==> config.mk <==
export PLATFORM = sky130hd
export DESIGN_NAME = mips32_fetch_unit_flat
export DESIGN_NICKNAME = d
export VERILOG_FILES = /design/src/rtl/mips32_fetch_unit_if.sv /design/src/rtl/mips32_fetch_unit.sv /design/src/flat_wrapper.sv
export SDC_FILE = /design/constraint.sdc
export NUM_CORES = 1
export LEC_CHECK = 0
export CORE_UTILIZATION = 54
export DETAILED_ROUTE_END_ITERATION = 12
export PLACE_DENSITY_LB_ADDON = 0.3
export REMOVE_ABC_BUFFERS = 1
export SLEW_MARGIN = 15
export SYNTH_ARGS = -nofsm -noshare
export SYNTH_HDL_FRONTEND = slang
export SYNTH_SLANG_ARGS = --single-unit
==> constraint.sdc <==
create_clock -name clk -period 4.6 [get_ports clk]
set_input_delay 0.46 -clock clk [delete_from_list [all_inputs] [get_ports clk]]
set_output_delay 0.46 -clock clk [all_outputs]
set_load 0.05 [all_outputs]
==> src/rtl/mips32_fetch_unit_if.sv <==
// Signal bundle between the fetch unit, the instruction memory and the core.
// The master modport is the fetch unit; the slave modport is the environment
// (instruction memory plus the core's decode/redirect side).
interface mips32_fetch_unit_if;
  // instruction memory read port
  logic        imem_req;
  logic [31:0] imem_addr;
  logic        imem_ack;
  logic [31:0] imem_rdata;
  // control-flow redirect from the core
  logic        redirect_valid;
  logic [31:0] redirect_pc;
  // instruction issue handshake towards the core
  logic        inst_valid;
  logic [31:0] inst_data;
  logic [31:0] inst_pc;
  logic        inst_ready;
  // current fetch PC
  logic [31:0] pc;

  modport master (
    output imem_req, imem_addr,
    input  imem_ack, imem_rdata,
    input  redirect_valid, redirect_pc,
    output inst_valid, inst_data, inst_pc,
    input  inst_ready,
    output pc
  );

  modport slave (
    input  imem_req, imem_addr,
    output imem_ack, imem_rdata,
    output redirect_valid, redirect_pc,
    input  inst_valid, inst_data, inst_pc,
    output inst_ready,
    input  pc
  );
endinterface

==> src/rtl/mips32_fetch_unit.sv <==
// Instruction-fetch stage: owns the fetch PC, issues one word read at a time
// to a variable-latency instruction memory, buffers returned words with
// their PC in a small FIFO and hands them to the core over valid/ready.
// Redirects from the core flush the buffer and retarget the fetch PC; a
// request already on the memory bus is never withdrawn, its response is
// simply discarded.
//
// state | meaning
// ------+-------------------------------------------------------------
// IDLE  | no request outstanding
// WAIT  | request outstanding, response will be pushed into the FIFO
// DROP  | request outstanding, response will be discarded (redirected)
module mips32_fetch_unit #(
  parameter logic [31:0] RESET_PC   = 32'h0000_0000,
  parameter int          FIFO_DEPTH = 2
) (
  input logic                 clk,
  input logic                 reset_n,
  mips32_fetch_unit_if.master bus
);

  localparam int PTR_W = $clog2(FIFO_DEPTH);
  localparam int CNT_W = PTR_W + 1;

  typedef enum logic [1:0] {
    IDLE = 2'd0,
    WAIT = 2'd1,
    DROP = 2'd2
  } state_t;

  state_t state, state_nxt;

  logic [31:0] fetch_pc;
  logic [31:0] req_addr;
  logic        req;

  logic [31:0]      fifo_data [FIFO_DEPTH];
  logic [31:0]      fifo_pc   [FIFO_DEPTH];
  logic [PTR_W-1:0] rd_ptr;
  logic [PTR_W-1:0] wr_ptr;
  logic [CNT_W-1:0] count;

  logic             redirect;
  logic [31:0]      redirect_target;
  logic             pop;
  logic [CNT_W-1:0] occupancy_after_pop;
  logic             has_room;
  logic             issue;
  logic             push;
  logic             retire;
  logic             unused_redirect_lsbs;

  assign redirect        = bus.redirect_valid;
  assign redirect_target = {bus.redirect_pc[31:2], 2'b00};
  // the low address bits of a redirect target are forced to zero
  assign unused_redirect_lsbs = ^bus.redirect_pc[1:0];

  assign pop = (count != '0) && bus.inst_ready;

  // An outstanding request always has a slot reserved for it, because a
  // request is only issued from IDLE when the FIFO has room after this
  // cycle's pop. Overflow therefore cannot happen.
  assign occupancy_after_pop = count - CNT_W'(pop);
  assign has_room            = occupancy_after_pop < CNT_W'(FIFO_DEPTH);

  // FSM state register
  always_ff @(posedge clk or negedge reset_n) begin
    if (!reset_n) begin
      state <= IDLE;
    end else begin
      state <= state_nxt;
    end
  end

  // FSM next state and per-cycle control strobes
  always_comb begin
    state_nxt = state;
    issue     = 1'b0;
    push      = 1'b0;
    retire    = 1'b0;
    unique case (state)
      IDLE: begin
        if (!redirect && has_room) begin
          issue     = 1'b1;
          state_nxt = WAIT;
        end
      end
      WAIT: begin
        if (bus.imem_ack) begin
          retire    = 1'b1;
          push      = !redirect;
          state_nxt = IDLE;
        end else if (redirect) begin
          state_nxt = DROP;
        end
      end
      DROP: begin
        if (bus.imem_ack) begin
          retire    = 1'b1;
          state_nxt = IDLE;
        end
      end
      default: begin
        state_nxt = IDLE;
      end
    endcase
  end

  // Memory request: address is captured at issue and held until the ack,
  // even across a redirect, since the bus cannot retract a request.
  always_ff @(posedge clk or negedge reset_n) begin
    if (!reset_n) begin
      req      <= 1'b0;
      req_addr <= RESET_PC;
    end else if (issue) begin
      req      <= 1'b1;
      req_addr <= fetch_pc;
    end else if (retire) begin
      req      <= 1'b0;
    end
  end

  // Fetch PC: a redirect overrides the sequential advance of an accepted word
  always_ff @(posedge clk or negedge reset_n) begin
    if (!reset_n) begin
      fetch_pc <= RESET_PC;
    end else if (redirect) begin
      fetch_pc <= redirect_target;
    end else if (push) begin
      fetch_pc <= fetch_pc + 32'd4;
    end
  end

  // FIFO pointers and occupancy; a redirect empties the buffer outright
  always_ff @(posedge clk or negedge reset_n) begin
    if (!reset_n) begin
      rd_ptr <= '0;
      wr_ptr <= '0;
      count  <= '0;
    end else if (redirect) begin
      rd_ptr <= '0;
      wr_ptr <= '0;
      count  <= '0;
    end else begin
      if (push) begin
        wr_ptr <= wr_ptr + 1'b1;
      end
      if (pop) begin
        rd_ptr <= rd_ptr + 1'b1;
      end
      count <= count + CNT_W'(push) - CNT_W'(pop);
    end
  end

  // FIFO storage; cleared on reset so the head reads as zero afterwards
  always_ff @(posedge clk or negedge reset_n) begin
    if (!reset_n) begin
      for (int i = 0; i < FIFO_DEPTH; i++) begin
        fifo_data[i] <= '0;
        fifo_pc[i]   <= '0;
      end
    end else if (push) begin
      fifo_data[wr_ptr] <= bus.imem_rdata;
      fifo_pc[wr_ptr]   <= fetch_pc;
    end
  end

  assign bus.imem_req   = req;
  assign bus.imem_addr  = req_addr;
  assign bus.pc         = fetch_pc;
  assign bus.inst_valid = (count != '0);
  assign bus.inst_data  = fifo_data[rd_ptr];
  assign bus.inst_pc    = fifo_pc[rd_ptr];

endmodule

==> src/flat_wrapper.sv <==
// flat-port wrapper written by rule: the top's interface ports become plain ports
module mips32_fetch_unit_flat 
#(
  parameter logic [31:0] RESET_PC   = 32'h0000_0000,
  parameter int          FIFO_DEPTH = 2
)
  (clk, reset_n, bus_imem_req, bus_imem_addr, bus_imem_ack, bus_imem_rdata, bus_redirect_valid, bus_redirect_pc, bus_inst_valid, bus_inst_data, bus_inst_pc, bus_inst_ready, bus_pc);
  mips32_fetch_unit_if bus_i ();
  input logic clk;
  input logic reset_n;
  output wire logic [$bits(bus_i.imem_req)-1:0] bus_imem_req;
  output wire logic [$bits(bus_i.imem_addr)-1:0] bus_imem_addr;
  input wire logic [$bits(bus_i.imem_ack)-1:0] bus_imem_ack;
  input wire logic [$bits(bus_i.imem_rdata)-1:0] bus_imem_rdata;
  input wire logic [$bits(bus_i.redirect_valid)-1:0] bus_redirect_valid;
  input wire logic [$bits(bus_i.redirect_pc)-1:0] bus_redirect_pc;
  output wire logic [$bits(bus_i.inst_valid)-1:0] bus_inst_valid;
  output wire logic [$bits(bus_i.inst_data)-1:0] bus_inst_data;
  output wire logic [$bits(bus_i.inst_pc)-1:0] bus_inst_pc;
  input wire logic [$bits(bus_i.inst_ready)-1:0] bus_inst_ready;
  output wire logic [$bits(bus_i.pc)-1:0] bus_pc;
  assign bus_imem_req = bus_i.imem_req;
  assign bus_imem_addr = bus_i.imem_addr;
  assign bus_i.imem_ack = bus_imem_ack;
  assign bus_i.imem_rdata = bus_imem_rdata;
  assign bus_i.redirect_valid = bus_redirect_valid;
  assign bus_i.redirect_pc = bus_redirect_pc;
  assign bus_inst_valid = bus_i.inst_valid;
  assign bus_inst_data = bus_i.inst_data;
  assign bus_inst_pc = bus_i.inst_pc;
  assign bus_i.inst_ready = bus_inst_ready;
  assign bus_pc = bus_i.pc;
  mips32_fetch_unit #(.RESET_PC(RESET_PC), .FIFO_DEPTH(FIFO_DEPTH)) u_core (.clk(clk), .reset_n(reset_n), .bus(bus_i));
endmodule
# Yosys cells after proc, flatten, opt, wreduce, memory -nomap -nowiden

Cells that the tools add are included.
Widths: inputs -> output; s select.

Bits in registers: 199
Latch bits: 0
Memory bits (writable): 0
Memory bits (read-only): 0
Input port bits: 69
Output and inout bits: 130
Logic and storage cells: 69
Memories: 0

Add/subtract/negate cells: 6
Multiply operators: 0
Div/mod/pow operators: 0
Magnitude comparators: 4
Equality and inequality tests: 5
Shift operators: 0
Multiplexer cells: 30
Bitwise logic cells: 2
Reductions and logical operators: 11

Operator list:

| kind                  | count |
|---|---|
| $mux 32               | 9 |
| $bwmux 64             | 2 |
| $add 32x3->32 const B | 1 |
| $demux 32 s1          | 1 |
| $mux 1                | 12 |
| $mux 2                | 5 |
| $reduce_bool 2->1     | 4 |
| $pmux 2 s3            | 1 |
| $ge 2x2->1 const B    | 2 |
| $not 1->2             | 2 |
| $sub 2x1->2           | 2 |
| $logic_and 1x1->1     | 3 |
| $ne 3x3->1 const B    | 1 |
| $reduce_and 3->1      | 1 |
| $add 1x1->1 const B   | 2 |
| $add 2x1->2           | 1 |
| $eq 2x1->1 const B    | 1 |
| $eq 2x2->1 const B    | 1 |
| $logic_not 2->1       | 1 |
| $lt 2x1->1 const B    | 1 |
| $lt 2x2->1 const B    | 1 |
| $ne 2x1->1 const B    | 1 |
| $ne 2x2->1 const B    | 1 |
| $reduce_or 2->1       | 1 |
| $logic_not 1->1       | 1 |

# Logic depth before layout (Yosys ltp)

Word-level depth: 8
Mapped depth: 9
Gate-level depth less buffers: 8

# Worst setup path before layout

Ideal clock, no wire load.

Path type: reg2reg
Start: reg u_core.count[1]
End: reg u_core.req_addr[27] (netlist: u_core.bus.imem_addr[27])
Setup time: 0.125 ns
Arrival: 2.479 ns
Data required time: 4.475 ns
Path slack: 1.996 ns
Cell stages (with the launch flop): 9
Path buffers: 2
Period minus slack after synthesis: 2.604 ns
Cell sequence: dfrtp_1 -> or2_2 -> and2_1 -> ha_1 -> xor2_1 -> or3_1 -> clkbuf_1 -> buf_1 -> mux2_2

Longest elaborated chain between the ends: 7

RTL lines:

| element                  | line                     | RTL |
|---|---|---|
| start: declaration       | mips32_fetch_unit.sv:41  | `logic [CNT_W-1:0] count;` |
| start signal: assignment | mips32_fetch_unit.sv:151 | `count <= count + CNT_W'(push) - CNT_W'(pop);` |
| $reduce_bool 2->1        | n/a                      |  |
| net bus_inst_valid       | flat_wrapper.sv:17       | `output wire logic [$bits(bus_i.inst_valid)-1:0] bus_inst_valid;` |
| $logic_and 1x1->1        | mips32_fetch_unit.sv:58  | `assign pop = (count != '0) && bus.inst_ready;` |
| $sub 2x1->2              | mips32_fetch_unit.sv:63  | `assign occupancy_after_pop = count - CNT_W'(pop);` |
| $lt 2x2->1               | mips32_fetch_unit.sv:64  | `assign has_room = occupancy_after_pop < CNT_W'(FIFO_DEPTH);` |
| $logic_and 1x1->1        | mips32_fetch_unit.sv:83  | `if (!redirect && has_room) begin` |
| $mux 1                   | mips32_fetch_unit.sv:83  |  |
| $mux 1                   | mips32_fetch_unit.sv:81  | `unique case (state)` |
| end signal: assignment   | mips32_fetch_unit.sv:117 | `req_addr <= fetch_pc;` |
| end: declaration         | mips32_fetch_unit.sv:34  | `logic [31:0] req_addr;` |

The timed path passes the listed nets, and every way through them passes these cells.
A chain may end at the register's enable or synchronous reset.

# Final worst setup path

Start: reg u_core.rd_ptr
End: out bus_inst_pc[11]

Longest elaborated chain between the ends: 4

RTL lines:

| element                                     | line                     | RTL |
|---|---|---|
| start: declaration                          | mips32_fetch_unit.sv:39  | `logic [PTR_W-1:0] rd_ptr;` |
| start signal: assignment                    | mips32_fetch_unit.sv:149 | `rd_ptr <= rd_ptr + 1'b1;` |
| $not 1->2 (not written as such)             | mips32_fetch_unit.sv:173 | `assign bus.inst_pc = fifo_pc[rd_ptr];` |
| $mux 32 (not written as such) (3 in series) | mips32_fetch_unit.sv:173 |  |
| end: declaration                            | flat_wrapper.sv:19       | `output wire logic [$bits(bus_i.inst_pc)-1:0] bus_inst_pc;` |

No other way between the ends. The select of a mux whose other input is x is not followed.

==> flow_metrics.py <==
metrics = {
    "outcome": {
        "run_status": "complete, no violations",
    },
    "synth": {
        "synth_top_area_share_pct": 55.42,
        "synth_top_area_cell": "dfrtp_1",
        "yosysMostFrequentCell": "mux2_2",
        "synthFlopType": "dfrtp_1",
        "synth_cell_types": 37,
        "avgSynthCellArea_um2": 13.13,
        "yosys_warnings": 0,
        "netlist_area_um2": 8625,
        "synthTopCellsByArea": "dfrtp_1 55%, mux2_2 28%, or4_1 1.7%",
        "netlist_instances": 657,
        "synth_edf_count": 0,
        "ys_top_cells_by_count": "212 x mux2_2, 191 x dfrtp_1, 35 x nand2_1, 24 x clkbuf_1, 22 x nor2_1",
        "ys_seq_elements": 191,
        "yosysSeqAreaShare_pct": 55.42,
        "synthArstFlopShare_pct": 100.0,
    },
    "setup_path": {
        "endpoint_kind": "primary output",
        "path_class": "reg2out",
        "crit_chain": "buf_12 -> mux2_2 -> clkdlybuf4s50_1",
        "cp_data_arrival_time_ps": 2790,
        "cp_max_fo": 34,
        "cpPeakStageDelay_ps": 900,
        "slowest_stage": "dfrtp_2",
        "r2r_cells": 6,
        "critPathBufInv": 2,
        "crit_family": "buffers and inverters",
        "cp.depth": 3,
        "cp-start-kind": "register",
        "worstPathRequired_ps": 4140,
    },
    "route": {
        "vias": 5848,
        "drt_pass1_iterations": 4,
        "drc": 0,
        "avgViaCountPerCell": 5.548,
        "antenna_left": 0,
        "routed_wirelength_mm": 19.95,
        "wl_per_cell_um": 18.93,
        "drt_iter0_drc": 237,
    },
    "sta": {
        "fin_tns_setup_ps": 0,
        "post-route-period-util_pct": 70.60,
        "worst_pin_slew_ps": 998.8,
        "grt_setup_unrepaired": "false",
        "slew_headroom_pct": 33.42,
        "hold_viol_final": 0,
        "min_period_ps": 3248,
        "setup_violations": 0,
        "slew_viol_final": 0,
        "timing.fmax_mhz": 307.9,
        "whs_ps": 180.9,
        "skew_ps": 11.69,
    },
    "clock_network": {
        "ctsHoldBuffers": 0,
        "clock-sinks": 191,
        "cts_buffers": 17,
        "cts_tree": "built",
        "post_cts_buffers": 0,
        "path_clk_slew_ps": 70,
        "clock_path_buffers": 2,
        "clk_latency_ps": 430,
        "cts_resized": 0,
        "ctsHtreeMaxLevel": 4,
        "root_buffer": "clkbuf_16",
    },
    "finish": {
        "stdcell_count": 1054,
        "antennaDiodeCount": 0,
        "final_nets": 907,
        "area_growth_pct": 30.70,
        "final_cell_area_um2": 11270,
        "drive_above_1_share_pct": 30.60,
    },
    "placed_design": {
        "dp_cells": 1022,
        "dpl.hpwl_mm": 13.26,
        "io_buffers": 190,
        "gp_congestion": 0.7860,
        "dpl_cell_area_um2": 10670,
    },
    "pwr": {
        "power_density_nw_per_um2": 779.6,
        "p_total_mw": 8.788,
        "irDropWorstVdd_mv": 0.6219,
        "leakagePower_nw": 4.778,
    },
    "global_routing": {
        "antenna_found_initial": 1,
        "grt_pass1_vias": 6138,
        "grt_pass1_wl_mm": 31.65,
        "grt_max_degree": 128,
        "grt.total_usage_pct": 25.23,
        "overflow": 0,
    },
    "floorplanning": {
        "fp.dieArea_um2": 16480,
        "die_w_um": 128.4,
        "rows": 45,
        "pin_count": 199,
        "core_um2": 15370,
        "die_height_um": 128.4,
        "start_util_pct": 56.11,
    },
    "run": {
        "drv_cap": 0,
    },
    "worst_hold_path": {
        "worst_hold_path_type": "in2async",
    },
}
## final timing paths
| path | slack, ps | start | to |
|---|---|---|---|
| max in group asynchronous | 3260 | reset_n | u_core.bus.pc[6]$_DFFE_PN0N_ |
| min in group clk | 480 | u_core.bus.imem_req$_DFFE_PN0P_ | u_core.bus.imem_req$_DFFE_PN0P_ |
| min reg2reg | 480 | u_core.bus.imem_req$_DFFE_PN0P_ | u_core.bus.imem_req$_DFFE_PN0P_ |
| max | 1350 | u_core.rd_ptr$_DFFE_PN0P_ | bus_inst_pc[11] |
| max reg2reg | 1930 | u_core.count[1]$_DFF_PN0_ | u_core.bus.imem_addr[22]$_DFFE_PN0P_ |
| min | 180 | reset_n | u_core.fifo_data[58]$_DFFE_PN0P_ |
## power breakdown
part	internal, mW	leakage (nW)	total, mW	switching [mW]
Clock	0.872	0.297	1.51	0.635
Sequential	2.37	2.34	2.79	0.421
Combinational	1.82	2.14	4.49	2.67
## layout by cell type, fill, tap and decap left out, types with 2 or more instances in the layout
cell,Yosys,routed
nor2_1,22,22
mux2_2,212,212
or3_1,5,4
nor3_1,4,3
nand3_1,15,15
o21ai_0,19,19
inv_1,11,11
clkdlybuf4s50_1,0,189
nand2_1,35,34
clkinv_2,0,4
xnor2_1,10,10
and2_1,2,2
and4_1,2,2
buf_4,6,5
clkbuf_8,0,2
or4_1,19,19
conb_1,1,6
clkbuf_16,0,17
nand2b_1,2,2
xor2_1,5,5
nand4_1,5,5
dfrtp_1,191,190
o31ai_1,11,11
clkinv_4,0,3
ha_1,8,8
a31oi_1,15,15
bufinv_16,0,3
o211ai_1,6,6
inv_6,0,2
## worst register-to-register path, delay by kind of cell (launching register included)
| family | cells | cell delay, ps |
|---|---|---|
| simple gates | 3 | 1350 |
| mux | 1 | 450 |
| flops | 1 | 410 |
| fa+ha+maj | 1 | 210 |
| xor+xnor | 1 | 140 |
## area by class of cell
type                            instances  area [µm²]
Timing Repair Buffer                  196        1963
Multi-Input combinational cell        413        3618
Clock inverter                         13       161.4
Inverter                               11       41.29
Fill cell                            1052        4099
Sequential cell                       191        4781
Clock buffer                           19       442.9
Tap cell                              211       264.0
## flip-flops by register name (all words and copies together) (netlist names)
register	count
u_core.count	2
u_core.wr_ptr	1
u_core.bus.pc	30
u_core.fifo_data	64
u_core.state	2
u_core.fifo_pc	60
u_core.rd_ptr	1
u_core.bus.imem_req	1
u_core.bus.imem_addr	30
## per-layer routing
layer	up-vias	wire [µm]	global-route usage [%]
li1	2698	-	-
met1	2969	8252	30.76
met2	164	10200	43.69
met3	17	1275	6.611
met4	0	223	8.304
met5	-	0	0
## per-stage QoR
stage / utilization, % / setup slack (ps)
floorplan: - / -1206
global placement: 69.40 / 1828
detailed placement: 69.40 / 1748
CTS: 73.33 / 1334
global route: 73.33 / 1270
finish: 73.33 / 1352
## cells by family (layout without fill, tap and decap cells)
logic type | Yosys count | count (layout) | synth area share, %
AO/OA/AOI/OAI | 53 | 53 | 3.873
XOR/XNOR | 15 | 15 | 1.523
adder cells (fa/ha/maj) | 8 | 8 | 1.161
buffers and inverters | 58 | 239 | 3.003
flip-flops | 191 | 191 | 55.42
multiplexers | 213 | 213 | 27.80
other | 1 | 6 | 0.04348
AND/OR/NAND/NOR | 118 | 118 | 7.181
Note: power is estimated with default switching activity, not from simulation.
